==> config.mk <==
export PLATFORM = sky130hd
export DESIGN_NAME = find_sched
export DESIGN_NICKNAME = d
export VERILOG_FILES = /design/src/rtl/find_sched.sv
export SDC_FILE = /design/constraint.sdc
export NUM_CORES = 1
export LEC_CHECK = 0
export ABC_AREA = 1
export CORE_MARGIN = 5
export CORE_UTILIZATION = 49
export CTS_CLUSTER_SIZE = 40
export DETAILED_ROUTE_END_ITERATION = 12
export PLACE_DENSITY_LB_ADDON = 0.12
export SETUP_SLACK_MARGIN = 0.3
export SYNTH_ARGS = -nofsm -noshare
export SYNTH_HDL_FRONTEND = slang
export SYNTH_SLANG_ARGS = --single-unit
==> constraint.sdc <==
create_clock -name clk -period 2.57 [get_ports clk]
set_input_delay 0.257 -clock clk [delete_from_list [all_inputs] [get_ports clk]]
set_output_delay 0.257 -clock clk [all_outputs]
set_load 0.005 [all_outputs]
==> src/rtl/find_sched.sv <==
// find_sched: sequences the parallel find units through clear/run, collects their
// results, then scans for the minimum-energy unit and reports it.
module find_sched #(
  parameter int SEQ_WIDTH      = 8,
  parameter int E_WIDTH        = 16,
  parameter int PARALLEL_UNITS = 4,
  parameter int TIMEOUT_WIDTH  = 24,
  parameter int IDX_WIDTH      = PARALLEL_UNITS > 1 ? $clog2(PARALLEL_UNITS) : 1
)(
  input  logic                                clk,
  input  logic                                rst_n,
  input  logic                                i_start,
  input  logic                                i_abort,
  input  logic [TIMEOUT_WIDTH-1:0]            i_timeout,
  input  logic [PARALLEL_UNITS*SEQ_WIDTH-1:0] i_seq,
  input  logic [PARALLEL_UNITS*E_WIDTH-1:0]   i_e,
  input  logic [PARALLEL_UNITS-1:0]           i_done,
  output logic                                o_unit_rst,
  output logic                                o_busy,
  output logic                                o_done,
  output logic                                o_timeout,
  output logic [PARALLEL_UNITS-1:0]           o_done_mask,
  output logic                                o_best_valid,
  output logic [IDX_WIDTH-1:0]                o_best_unit,
  output logic [SEQ_WIDTH-1:0]                o_best_seq,
  output logic [E_WIDTH-1:0]                  o_best_e
);
  typedef enum logic [2:0] {IDLE, CLEAR, RUN, SCAN, REPORT} state_t;
  state_t state, next;
  logic clr;
  logic [TIMEOUT_WIDTH-1:0] cnt, tmo;
  logic [IDX_WIDTH-1:0] idx;
  logic [SEQ_WIDTH-1:0] hold_seq [PARALLEL_UNITS];
  logic [E_WIDTH-1:0] hold_e [PARALLEL_UNITS];
  logic all_done, tmo_hit, last_idx, active;
  assign all_done = &(o_done_mask | i_done);
  assign tmo_hit  = tmo != '0 && cnt == tmo - TIMEOUT_WIDTH'(1);
  assign last_idx = idx == IDX_WIDTH'(PARALLEL_UNITS - 1);
  assign active   = state inside {CLEAR, RUN, SCAN};
  always_comb begin
    next = state;
    case (state)
      IDLE:    next = i_start ? CLEAR : IDLE;
      CLEAR:   next = i_abort ? IDLE : clr ? RUN : CLEAR;
      RUN:     next = i_abort ? IDLE : (all_done || tmo_hit) ? SCAN : RUN;
      SCAN:    next = i_abort ? IDLE : last_idx ? REPORT : SCAN;
      default: next = IDLE;
    endcase
  end
  always_ff @(posedge clk or negedge rst_n) begin
    if (!rst_n) begin
      state        <= IDLE;
      clr          <= 1'b0;
      cnt          <= '0;
      tmo          <= '0;
      idx          <= '0;
      o_unit_rst   <= 1'b1;
      o_busy       <= 1'b0;
      o_done       <= 1'b0;
      o_timeout    <= 1'b0;
      o_done_mask  <= '0;
      o_best_valid <= 1'b0;
      o_best_unit  <= '0;
      o_best_seq   <= '0;
      o_best_e     <= '1;
      for (int k = 0; k < PARALLEL_UNITS; k++) begin
        hold_seq[k] <= '0;
        hold_e[k]   <= '0;
      end
    end else begin
      state      <= next;
      o_unit_rst <= next != RUN;
      o_busy     <= next inside {CLEAR, RUN, SCAN};
      o_done     <= next == REPORT;
      case (state)
        IDLE: if (i_start) begin
          clr          <= 1'b0;
          cnt          <= '0;
          tmo          <= i_timeout;
          idx          <= '0;
          o_timeout    <= 1'b0;
          o_done_mask  <= '0;
          o_best_valid <= 1'b0;
          o_best_unit  <= '0;
          o_best_seq   <= '0;
          o_best_e     <= '1;
        end
        CLEAR: clr <= 1'b1;
        RUN: begin
          cnt <= &cnt ? cnt : cnt + TIMEOUT_WIDTH'(1);
          for (int k = 0; k < PARALLEL_UNITS; k++)
            if (i_done[k] && !o_done_mask[k]) begin
              o_done_mask[k] <= 1'b1;
              hold_seq[k]    <= i_seq[k*SEQ_WIDTH +: SEQ_WIDTH];
              hold_e[k]      <= i_e[k*E_WIDTH +: E_WIDTH];
            end
          if (tmo_hit && !all_done && !i_abort) o_timeout <= 1'b1;
        end
        SCAN: begin
          if (o_done_mask[idx] && (!o_best_valid || hold_e[idx] < o_best_e)) begin
            o_best_valid <= 1'b1;
            o_best_unit  <= idx;
            o_best_seq   <= hold_seq[idx];
            o_best_e     <= hold_e[idx];
          end
          idx <= idx + IDX_WIDTH'(1);
        end
        default: ;
      endcase
      // abort overrides any result the scan may have just produced
      if (i_abort && active) o_best_valid <= 1'b0;
    end
  end
endmodule

# After elaboration in Yosys (flattened, before gate mapping)
# Index checks and enable logic that the tools add are counted.
[op_classes]
addsub = 3
magnitude_cmp = 3
eq_ne = 20
muxes = 42
n_bitwise = 2
n_reduce_logical = 43
[op_table]
columns = ["operator", "count"]
rows = [
  ["2-to-1 mux 16 bit", 4],
  ["2-to-1 mux 24 bit", 2],
  ["case mux 24 bit (2 select lines)", 1],
  ["binary-select mux 16 bit (select 2 bit)", 1],
  ["2-to-1 mux 8 bit", 4],
  ["case mux 16 bit (2 select lines)", 1],
  ["adder 24 x 1 -> 24 bit (second input constant)", 1],
  ["equality test 24 bit", 1],
  ["AND reduction 24 bit", 1],
  ["AND reduction 3 bit", 8],
  ["nonzero test 24 bit", 1],
  ["subtractor 24 x 1 -> 24 bit (second input constant)", 1],
  ["binary-select mux 8 bit (select 2 bit)", 1],
  ["< comparator 16 bit", 1],
  ["case mux 8 bit (2 select lines)", 1],
  ["AND reduction 2 bit", 7],
  ["equality test 3 x 2 -> 1 bit (second input constant)", 4],
  ["inequality test 2 x 1 -> 1 bit (second input constant)", 6],
  ["case mux 3 bit (4 select lines)", 1],
  ["2-to-1 mux 1 bit", 11],
  ["2-to-1 mux 2 bit", 5],
  ["logical AND 1 bit", 9],
  ["nonzero test 3 bit", 3],
  ["case mux 2 bit (2 select lines)", 2],
  ["other kinds (22)", 36],
]
[totals]
ff_bits = 185
input_bits = 128
output_inout_bits = 35
wordCells = 138

# Depth between registers and ports, before layout
# Gate-level depths: netlist of run 1.
[logic_depth]
word_depth = 10
ltp_mapped = 20
ltp_nobuf = 19

# Worst setup path before layout of run 1
# Ideal clock, no wire load.
[synth_path]
path_kind = "reg-to-reg"
startpoint = "register idx[0]"
endpoint = "register o_best_seq[0]"
arrival_ns = 2.452
required_ns = 2.453
setup_slack_ns = 0.001
stages_incl_launch_ff = 19
period_less_slack_ns = 2.569
path_cell_list = "dfrtp_1 > clkbuf_1 > clkbuf_1 > nor2_1 > o22ai_1 > ha_1 > a21oi_1 > nor2_1 > a211oi_1 > nand2_1 > nand2_1 > nand2_1 > nand2_1 > nand2_1 > nand2_4 > nand2_4 > buf_6 > nand2_1 > nand2_1"
[synth_via]
elab_chain_len = 9
word_cells_on_any_way = 16
classes_between = "order compare (1); eq/ne (1); mux (10); bitwise (1); reduce/logical (3)"
[synth_lines]
columns = ["item", "line_no", "text"]
rows = [
  ["from (decl)", "32", "logic [IDX_WIDTH-1:0] idx;"],
  ["from (signal assigned)", "106", "idx <= idx + IDX_WIDTH'(1);"],
  ["NOT 2 -> 3 bit (implied by the code)", "100, 103", ""],
  ["binary-select mux 16 bit (select 2 bit)", "100", "if (o_done_mask[idx] && (!o_best_valid || hold_e[idx] < o_best_e)) begin"],
  ["2-to-1 mux 16 bit (implied by the code) (2 in series)", "100", ""],
  ["< comparator 16 bit", "100", ""],
  ["logical OR 1 bit", "100", ""],
  ["logical AND 1 bit", "100", ""],
  ["inequality test 2 x 1 -> 1 bit (no source line)", "n/a", ""],
  ["AND reduction 3 bit (no source line)", "n/a", ""],
  ["to (signal assigned)", "103", "o_best_seq <= hold_seq[idx];"],
  ["to (decl)", "25", "output logic [SEQ_WIDTH-1:0] o_best_seq,"],
]
# Several ways; a longest one is shown, not always the timed one. The select of a mux whose other input is x is not followed.
# A chain may end at the register's enable or synchronous reset.

# Worst setup path in the final report of run 1
[layout_path]
startpoint = "register idx[0]"
endpoint = "register o_best_seq[5]"
# Same word-level chain as after synthesis.

==> impl_metrics.py, run 1 <==
metrics = {
    "run_status": {
        "run_status": "finished, final reports clean",
    },
    "final_layout": {
        "post_layout_instance_count_excluding_filler_cells": 1528,
        "antenna-diode-count": 0,
        "mostFrequentLayoutCell": "nand2_1",
        "finish.instance_area_mm2": 0.01284,
        "final_cell_mix": "192 x nand2_1, 167 x dfrtp_1, 161 x clkdlybuf4s50_1",
        "share_of_final_layout_standard_cells_stronger_than_drive_strength_1_pct": 21.77,
        "post-route-util_pct": 66.18,
        "area_growth_pct": 33.33,
        "nFillCells": 1666,
        "final_net_count": 1397,
    },
    "synth": {
        "syn-instance-count": 1060,
        "postSynthNetCount": 1207,
        "syn_area_mm2": 0.009628,
        "postSynthAreaPerCell_um2": 9.083,
        "yosys_register_bits": 185,
        "number_of_unique_standard_cell_types_used_by_synthesis": 40,
        "synth_async_sr_flop_share_pct": 100.0,
        "synth_seq_area_share_pct": 48.30,
        "synth_enable_flop_cells": 0,
        "primary_ff_master_synth": "dfrtp_1",
        "ys_warn_count": 0,
    },
    "worst_setup_path": {
        "worst_path_max_delay_cell": "dfrtp_2",
        "crit_family": "compound AO/OA/AOI/OAI gates",
        "timing.critical_path.slowest_cell_delay_ns": 0.45,
        "crit_path_max_fanout": 12,
        "data_arrival_at_the_endpoint_of_the_critical_path_ns": 2.85,
        "number_of_buffers_and_inverters_on_the_critical_path": 3,
        "path_common_cell": "nand2_1",
        "worst_setup_path_end_kind": "register",
        "critPathKind": "register to register",
        "required_ns": 2.90,
        "start_kind": "register",
        "crit_chain": "inv_6 -> buf_12 -> o21ai_1 -> o22ai_1 -> ha_1 -> nand2_1 -> o21a_1 -> o221a_2 -> nand2_1 -> nand2_2 -> nand2_4 -> nand2_8 -> buf_12 -> nand3_1 -> nand2_1",
    },
    "timing": {
        "finalHoldWorstSlack_ns": 0.3440,
        "setup_viol": 0,
        "grt_setup_unrepaired": "true",
        "pin_slew_with_the_least_headroom_to_its_limit_ns": 0.5625,
        "worst_case_headroom_to_the_max_slew_limit_pct": 62.50,
        "timing.final.max_slew_violations": 0,
        "max_clock_freq_mhz": 397.7,
        "timing.clock.skew_ns": 0.01034,
        "finalCriticalPeriod_ns": 2.514,
        "final_hold_viol_count": 0,
        "layout_worst_path_cycle_share_pct": 97.84,
        "finalWorstSetupSlack_ns": 0.05561,
    },
    "cts": {
        "number_of_clock_buffers_inserted_by_tritoncts": 17,
        "cts-htree-levels": 4,
        "tritoncts": "built",
        "clk_latency_ns": 0.44,
        "cts.reportedPaths.clkPinSlew_ns": 0.08,
        "cts-root-buf": "clkbuf_16",
        "max-clock-path-buffers": 2,
        "clkSinkCount": 185,
    },
    "die": {
        "dieArea_mm2": 0.02255,
        "ioPinCount": 163,
        "dieHeight_um": 150.2,
        "core_region_area_mm2": 0.01940,
        "placement_rows": 51,
        "start_util_pct": 49.63,
        "width_of_the_chip_um": 150.2,
    },
    "route": {
        "drt-initial-drc-count": 405,
        "detailedRoute.firstPassIterationCount": 5,
        "drc": 0,
        "vias": 8188,
        "routed_wl_um": 27530,
        "routed_wire_length_per_instance_um": 18.02,
        "drtAntennaViolNets": 0,
        "avgViaCountPerCell": 5.359,
    },
    "grt": {
        "grt_max_degree": 59,
        "grt_util_all_layers_pct": 24.89,
        "grt_first_pass_wirelength_um": 43480,
        "grt_remaining_overflow": 0,
        "antenna_found_initial": 0,
        "via_count_of_the_first_global_routing_pass": 8247,
    },
    "placement": {
        "placed_cells": 1476,
        "place_ws_ns": -0.06784,
        "gp_congestion": 0.9580,
        "port-buffer-count": 162,
        "placement.cell_area_mm2": 0.01172,
        "hpwlAfterDp_um": 19760,
    },
    "power_and_ir_drop": {
        "power.ir.vdd_worst_mv": 0.6095,
        "power.density_cell_area_mw_per_mm2": 1142,
        "power_leakage_nw": 5.641,
    },
    "worst_hold_path": {
        "min-delay-path-class": "primary input to asynchronous set/reset pin",
    },
    "job": {
        "maxCapViolations": 0,
    },
}
-- worst register-to-register path, cell delays in order, from the launching register on --
cell and delay [ns]:
dfrtp_2 0.45, inv_6 0.09, buf_12 0.15, o21ai_1 0.14, o22ai_1 0.11, ha_1 0.30
nand2_1 0.07, o21a_1 0.19, o221a_2 0.23, nand2_1 0.08, nand2_2 0.06, nand2_4 0.13
nand2_8 0.11, buf_12 0.17, nand3_1 0.08, nand2_1 0.07
-- Yosys cell counts (3+ instances only) --
library cell / instances / area [µm²]
nand4_1: 15 / 93.84
nor3_1: 23 / 115.1
ha_1: 19 / 237.7
nor2_1: 109 / 409.1
o31ai_1: 9 / 67.56
dfstp_2: 17 / 446.7
or2_2: 17 / 106.4
nand3_1: 62 / 310.3
nor4_1: 7 / 43.79
buf_2: 9 / 45.04
o22ai_1: 31 / 193.9
a21oi_1: 14 / 70.07
inv_2: 5 / 18.77
xnor2_1: 14 / 122.6
o21ai_0: 78 / 390.4
xor2_1: 34 / 297.8
buf_4: 3 / 22.52
mux2_2: 96 / 1081
dfrtp_1: 168 / 4204
clkbuf_1: 31 / 116.4
inv_1: 74 / 277.8
nand2_1: 200 / 750.7
-- registers in the layout, indices dropped and copies added, names as in the netlist, 2 cells and up --
name,cells
o_best_e,16
o_best_seq,8
idx,2
o_done_mask,4
hold_e,64
o_best_unit,2
tmo,24
state,3
hold_seq,32
cnt,24
-- cell families (layout without fill, tap and decap cells) --
family / Yosys count / in the layout / share of synthesized area, %
AO/OA/AOI/OAI: 143 / 143 / 8.421
XOR/XNOR: 48 / 48 / 4.367
adder cells (fa/ha/maj): 19 / 19 / 2.469
buffers and inverters: 126 / 325 / 5.315
flip-flops: 185 / 185 / 48.30
multiplexers: 96 / 96 / 11.23
AND/OR/NAND/NOR: 443 / 447 / 19.90
-- routing by layer --
layer,vias to the layer above,track usage [%],share of wire (%),routed length (µm)
met1,3955,30.55,40,11130
met3,45,4.696,5.1,1409
met4,0,8.829,2.4,666
met5,-,0,0,0
li1,3939,-,-,-
met2,249,43.88,52,14330
-- final cells by class --
class	count	area [µm²]	share of cell area, %
flip-flops and latches	185	4652	36.24
inverters	79	304.0	2.368
multi-input cells	753	4720	36.76
repair buffers	214	2241	17.46
clock buffers	17	425.4	3.314
well taps	265	331.6	2.583
clock inverters	15	163.9	1.277
-- timing repair --
| action | in CTS | in global routing |
|---|---|---|
| endpoints found under the hold margin | 46 | 0 |
| hold buffers | 1 | 0 |
| gates cloned | 9 | 0 |
| buffers inserted | 8 | 2 |
| setup endpoints to repair | 30 | 35 |
| resized for setup | 54 | 21 |
| pin swaps | 6 | 6 |
-- power by group --
part           total (W)  leakage, nW  switching, W  internal (W)
Sequential       0.00530         2.29       0.00104       0.00426
Combinational    0.00672         3.06       0.00343       0.00329
Clock            0.00264        0.289       0.00132       0.00132
-- metrics by stage --
step / power (W) / setup TNS (ns)
2_1_floorplan: 0.008842 / 0
3_3_place_gp: 0.01093 / 0
3_5_place_dp: 0.01106 / -0.3562
4_1_cts: 0.01457 / 0
5_1_grt: 0.01568 / -1.742
6_report: 0.01465 / 0
-- final timing paths --
kind	start	end	slack, ns	cells after the start
max	idx[0]	o_best_seq[5]	0.06	15
min	rst_n	cnt[19]	0.34	2
max reg2reg	idx[0]	o_best_seq[5]	0.06	15
min reg2reg	o_best_e[15]	o_best_e[15]	0.48	2
max in group asynchronous	rst_n	o_unit_rst	1.46	3
min in group clk	i_timeout[12]	tmo[12]	0.35	3
Power figures use the tool's default switching activity.
==> run 2: changes to the inputs <==
--- a/config.mk
+++ b/config.mk
@@ -5,9 +5,10 @@
 export SDC_FILE = /design/constraint.sdc
 export NUM_CORES = 1
 export LEC_CHECK = 0
-export ABC_AREA = 1
+export ABC_AREA = 0
 export CORE_MARGIN = 5
-export CORE_UTILIZATION = 49
+export CORE_UTILIZATION = 48
+export CTS_CLUSTER_DIAMETER = 80
 export CTS_CLUSTER_SIZE = 40
 export DETAILED_ROUTE_END_ITERATION = 12
 export PLACE_DENSITY_LB_ADDON = 0.12
==> run 2 against run 1 <==
The run now ends with setup timing left. Routed wire length shrank 18%. Utilization shrank 1.3 points. Non-clock buffer count rose by 8. Total power shrank 26%. Cell count fell by 19%. Largest cell class is now registers.
==> impl_metrics.py, run 2 <==
metrics = {
    "cts": {
        "number_of_clock_buffers_inserted_by_tritoncts": 17,
        "cts-root-buf": "clkbuf_16",
        "tritoncts": "built",
        "cts.reportedPaths.clkPinSlew_ns": 0.07,
        "clk_latency_ns": 0.43,
        "max-clock-path-buffers": 2,
        "cts-htree-levels": 4,
        "clkSinkCount": 185,
    },
    "timing": {
        "finalWorstSetupSlack_ns": -0.2974,
        "pin_slew_with_the_least_headroom_to_its_limit_ns": 0.6811,
        "timing.final.max_slew_violations": 0,
        "timing.clock.skew_ns": 0.01238,
        "final_hold_viol_count": 0,
        "grt_setup_unrepaired": "true",
        "max_clock_freq_mhz": 348.8,
        "setup_total_negative_slack_ns": -7.470,
        "worst_case_headroom_to_the_max_slew_limit_pct": 54.59,
        "setup_viol": 26,
        "finalCriticalPeriod_ns": 2.867,
        "layout_worst_path_cycle_share_pct": 111.6,
    },
    "final_layout": {
        "largest_reg_flops": 64,
        "mostFrequentLayoutCell": "dfrtp_1",
        "final_cell_mix": "166 x dfrtp_1, 161 x clkdlybuf4s50_1, 95 x nand2_1",
        "area.sequential_mm2": 0.004653,
        "largest_registers": "hold_e (64), hold_seq (32)",
        "share_of_final_layout_standard_cells_stronger_than_drive_strength_1_pct": 23.76,
        "multiInputGateArea_mm2": 0.004415,
        "nFillCells": 1470,
        "antenna-diode-count": 0,
        "finish.instance_area_mm2": 0.01217,
        "final_net_count": 1140,
        "registers.top_by_ff_count": "hold_e",
        "area_growth_pct": 32.67,
    },
    "die": {
        "ioPinCount": 163,
        "core_region_area_mm2": 0.01877,
        "placement_rows": 50,
        "dieHeight_um": 148.3,
        "width_of_the_chip_um": 148.3,
        "start_util_pct": 48.89,
        "dieArea_mm2": 0.02198,
    },
    "worst_hold_path": {
        "min-delay-path-class": "primary input to register",
        "timing.hold.worst_path_depth": 3,
        "hold-path-endpoint": "tmo[17]",
        "hold_path.startpoint": "i_timeout[17]",
    },
    "synth": {
        "postSynthAreaPerCell_um2": 11.65,
        "postSynthNetCount": 935,
        "yosys.cell_count.top_type": "dfrtp_1",
        "yosys.area.top_type": "dfrtp_1",
        "primary_ff_master_synth": "dfrtp_1",
        "synth_enable_flop_cells": 0,
        "synth_mux_area_share_pct": 18.13,
        "synth_area_in_compound_gates_pct": 7.118,
        "post_synth_most_frequent_cells": "168 x dfrtp_1, 95 x nand2_1, 70 x mux2_2, 55 x nor2_1",
        "largest_family_of_logic_cells_by_synthesized_area": "multiplexers",
        "synthXorXnorAreaFrac_pct": 4.486,
        "synth_simple_gate_area_share_pct": 14.14,
        "syn-instance-count": 788,
        "synth_largest_type_area_fraction_pct": 45.81,
        "synth_adder_area_share_pct": 2.591,
        "yosys_register_bits": 185,
        "syn_area_mm2": 0.009176,
        "synth_top_cells_by_area": "dfrtp_1 46%, mux2_2 8.6%, mux4_2 6.1%",
        "synth_seq_area_share_pct": 50.68,
        "ys_warn_count": 0,
        "number_of_unique_standard_cell_types_used_by_synthesis": 67,
        "synth_async_sr_flop_share_pct": 100.0,
    },
    "route": {
        "vias": 6787,
        "drt-initial-drc-count": 322,
        "drc": 0,
        "routed_wire_length_per_instance_um": 18.31,
        "avgViaCountPerCell": 5.473,
        "drtAntennaViolNets": 0,
        "detailedRoute.firstPassIterationCount": 5,
        "routed_wl_um": 22700,
    },
    "worst_setup_path": {
        "data_arrival_at_the_endpoint_of_the_critical_path_ns": 3.22,
        "worst_setup_path_end_kind": "register",
        "required_ns": 2.93,
        "start_kind": "register",
        "critical_path.reg2reg.endpoint": "o_best_e[12]",
        "ff2ff_setup_slack_ns": -0.30,
        "crit-reg2reg-launch": "idx[0]",
        "ff2ff_path_depth": 10,
        "critPathKind": "register to register",
        "crit_path_max_fanout": 16,
    },
    "placement": {
        "place_ws_ns": -0.4219,
        "gp_congestion": 0.8547,
        "hpwlAfterDp_um": 16530,
        "placement.cell_area_mm2": 0.01140,
        "port-buffer-count": 162,
    },
    "power_and_ir_drop": {
        "power_leakage_nw": 5.431,
        "power.ir.vdd_worst_mv": 0.4658,
        "power.density_cell_area_mw_per_mm2": 886.6,
    },
    "job": {
        "maxCapViolations": 0,
    },
    "grt": {
        "grt_first_pass_wirelength_um": 36910,
        "grt_util_all_layers_pct": 21.25,
        "antenna_found_initial": 1,
        "grt_max_degree": 69,
        "via_count_of_the_first_global_routing_pass": 6906,
        "grt_remaining_overflow": 0,
    },
    "run_status": {
        "run_status": "finished, violations left",
        "failing_checks": "setup timing",
    },
}
==> run 2: cell types whose count changed after synthesis, sizes merged, moves of 10 or more <==
cell | before | now
nand2 | 204 | 95
a22o | 0 | 10
xnor2 | 14 | 29
or2 | 17 | 2
o22ai | 31 | 3
inv | 79 | 27
mux4 | 0 | 25
a21oi | 14 | 29
xor2 | 34 | 18
o21ai | 79 | 18
nor3 | 23 | 10
nand3 | 63 | 17
nor2 | 113 | 56
==> run 2: logic make-up (layout without fill, tap and decap cells) <==
group / Yosys count / after routing
compound gates: 95 / 95
xor+xnor: 47 / 47
fa+ha+maj: 19 / 19
buf+inv: 63 / 281
flops: 185 / 185
mux: 123 / 123
simple gates: 256 / 256
==> run 2: power by group <==
group          leakage (nW)  switching (W)  internal [W]  total, W
clock network         0.287        0.00123       0.00138   0.00261
logic                  2.83        0.00156       0.00202   0.00358
registers              2.32       0.000724       0.00388   0.00460
total                  5.43        0.00351       0.00728    0.0108
==> run 2: per-layer routing <==
metal | GRT usage (%) | vias up | part of all wire (%) | wire (µm)
li1 | - | 3234 | - | -
met1 | 29.65 | 3357 | 46 | 10490
met2 | 33.43 | 172 | 46 | 10550
met3 | 6.033 | 22 | 6.2 | 1408
met4 | 4.711 | 2 | 1.0 | 236
met5 | 0 | - | 0.057 | 13
==> run 2: how the worst max path moves through the flow <==
stage	cells past startpoint	to	slack, ns	start
floorplan	11	o_best_e[6]	-0.31	idx[0]
global placement	10	o_best_e[10]	-0.33	idx[0]
detailed placement	10	o_best_e[10]	-0.42	idx[0]
CTS	10	o_best_e[10]	-0.28	idx[0]
global route	10	o_best_e[10]	-0.42	idx[0]
finish	10	o_best_e[12]	-0.30	idx[0]
==> run 2: cell type report <==
type,count,share of cell area [%]
clock buffer,17,3.494
clock inverter,15,1.264
inverter,27,0.8325
multi-input combinational,540,36.27
sequential,185,38.22
tap,234,2.405
timing repair buffer,222,17.51
==> run 2: timing repair <==
| action | in CTS | in global routing |
|---|---|---|
| setup buffers | 9 | 0 |
| gates resized for setup | 21 | 5 |
| endpoints found under the hold margin | 57 | 0 |
| pin swaps | 8 | 2 |
| endpoints found under the setup margin | 29 | 38 |
| hold buffers | 1 | 0 |
==> run 2: critical path: stages, from the launching register on <==
cell	delay (ns)
dfrtp_2	0.46
buf_6	0.16
mux4_2	0.55
ha_4	0.29
and4_4	0.24
o2111ai_2	0.10
a2111o_1	0.41
o211a_4	0.18
nor2_4	0.13
buf_8	0.18
a21oi_1	0.09
==> run 2: per-stage QoR <==
stage | std cells | util, % | hold slack, ns | total power (W)
after global placement | 1198 | 60.72 | 0.3175 | 0.007984
after CTS | 1240 | 64.83 | 0.3351 | 0.01087
after global routing | 1240 | 64.87 | 0.3394 | 0.01148
after detailed placement | 1198 | 60.72 | 0.3244 | 0.008058
after floorplan | 788 | - | -0.03859 | 0.006797
final | 1240 | 64.87 | 0.3471 | 0.01079
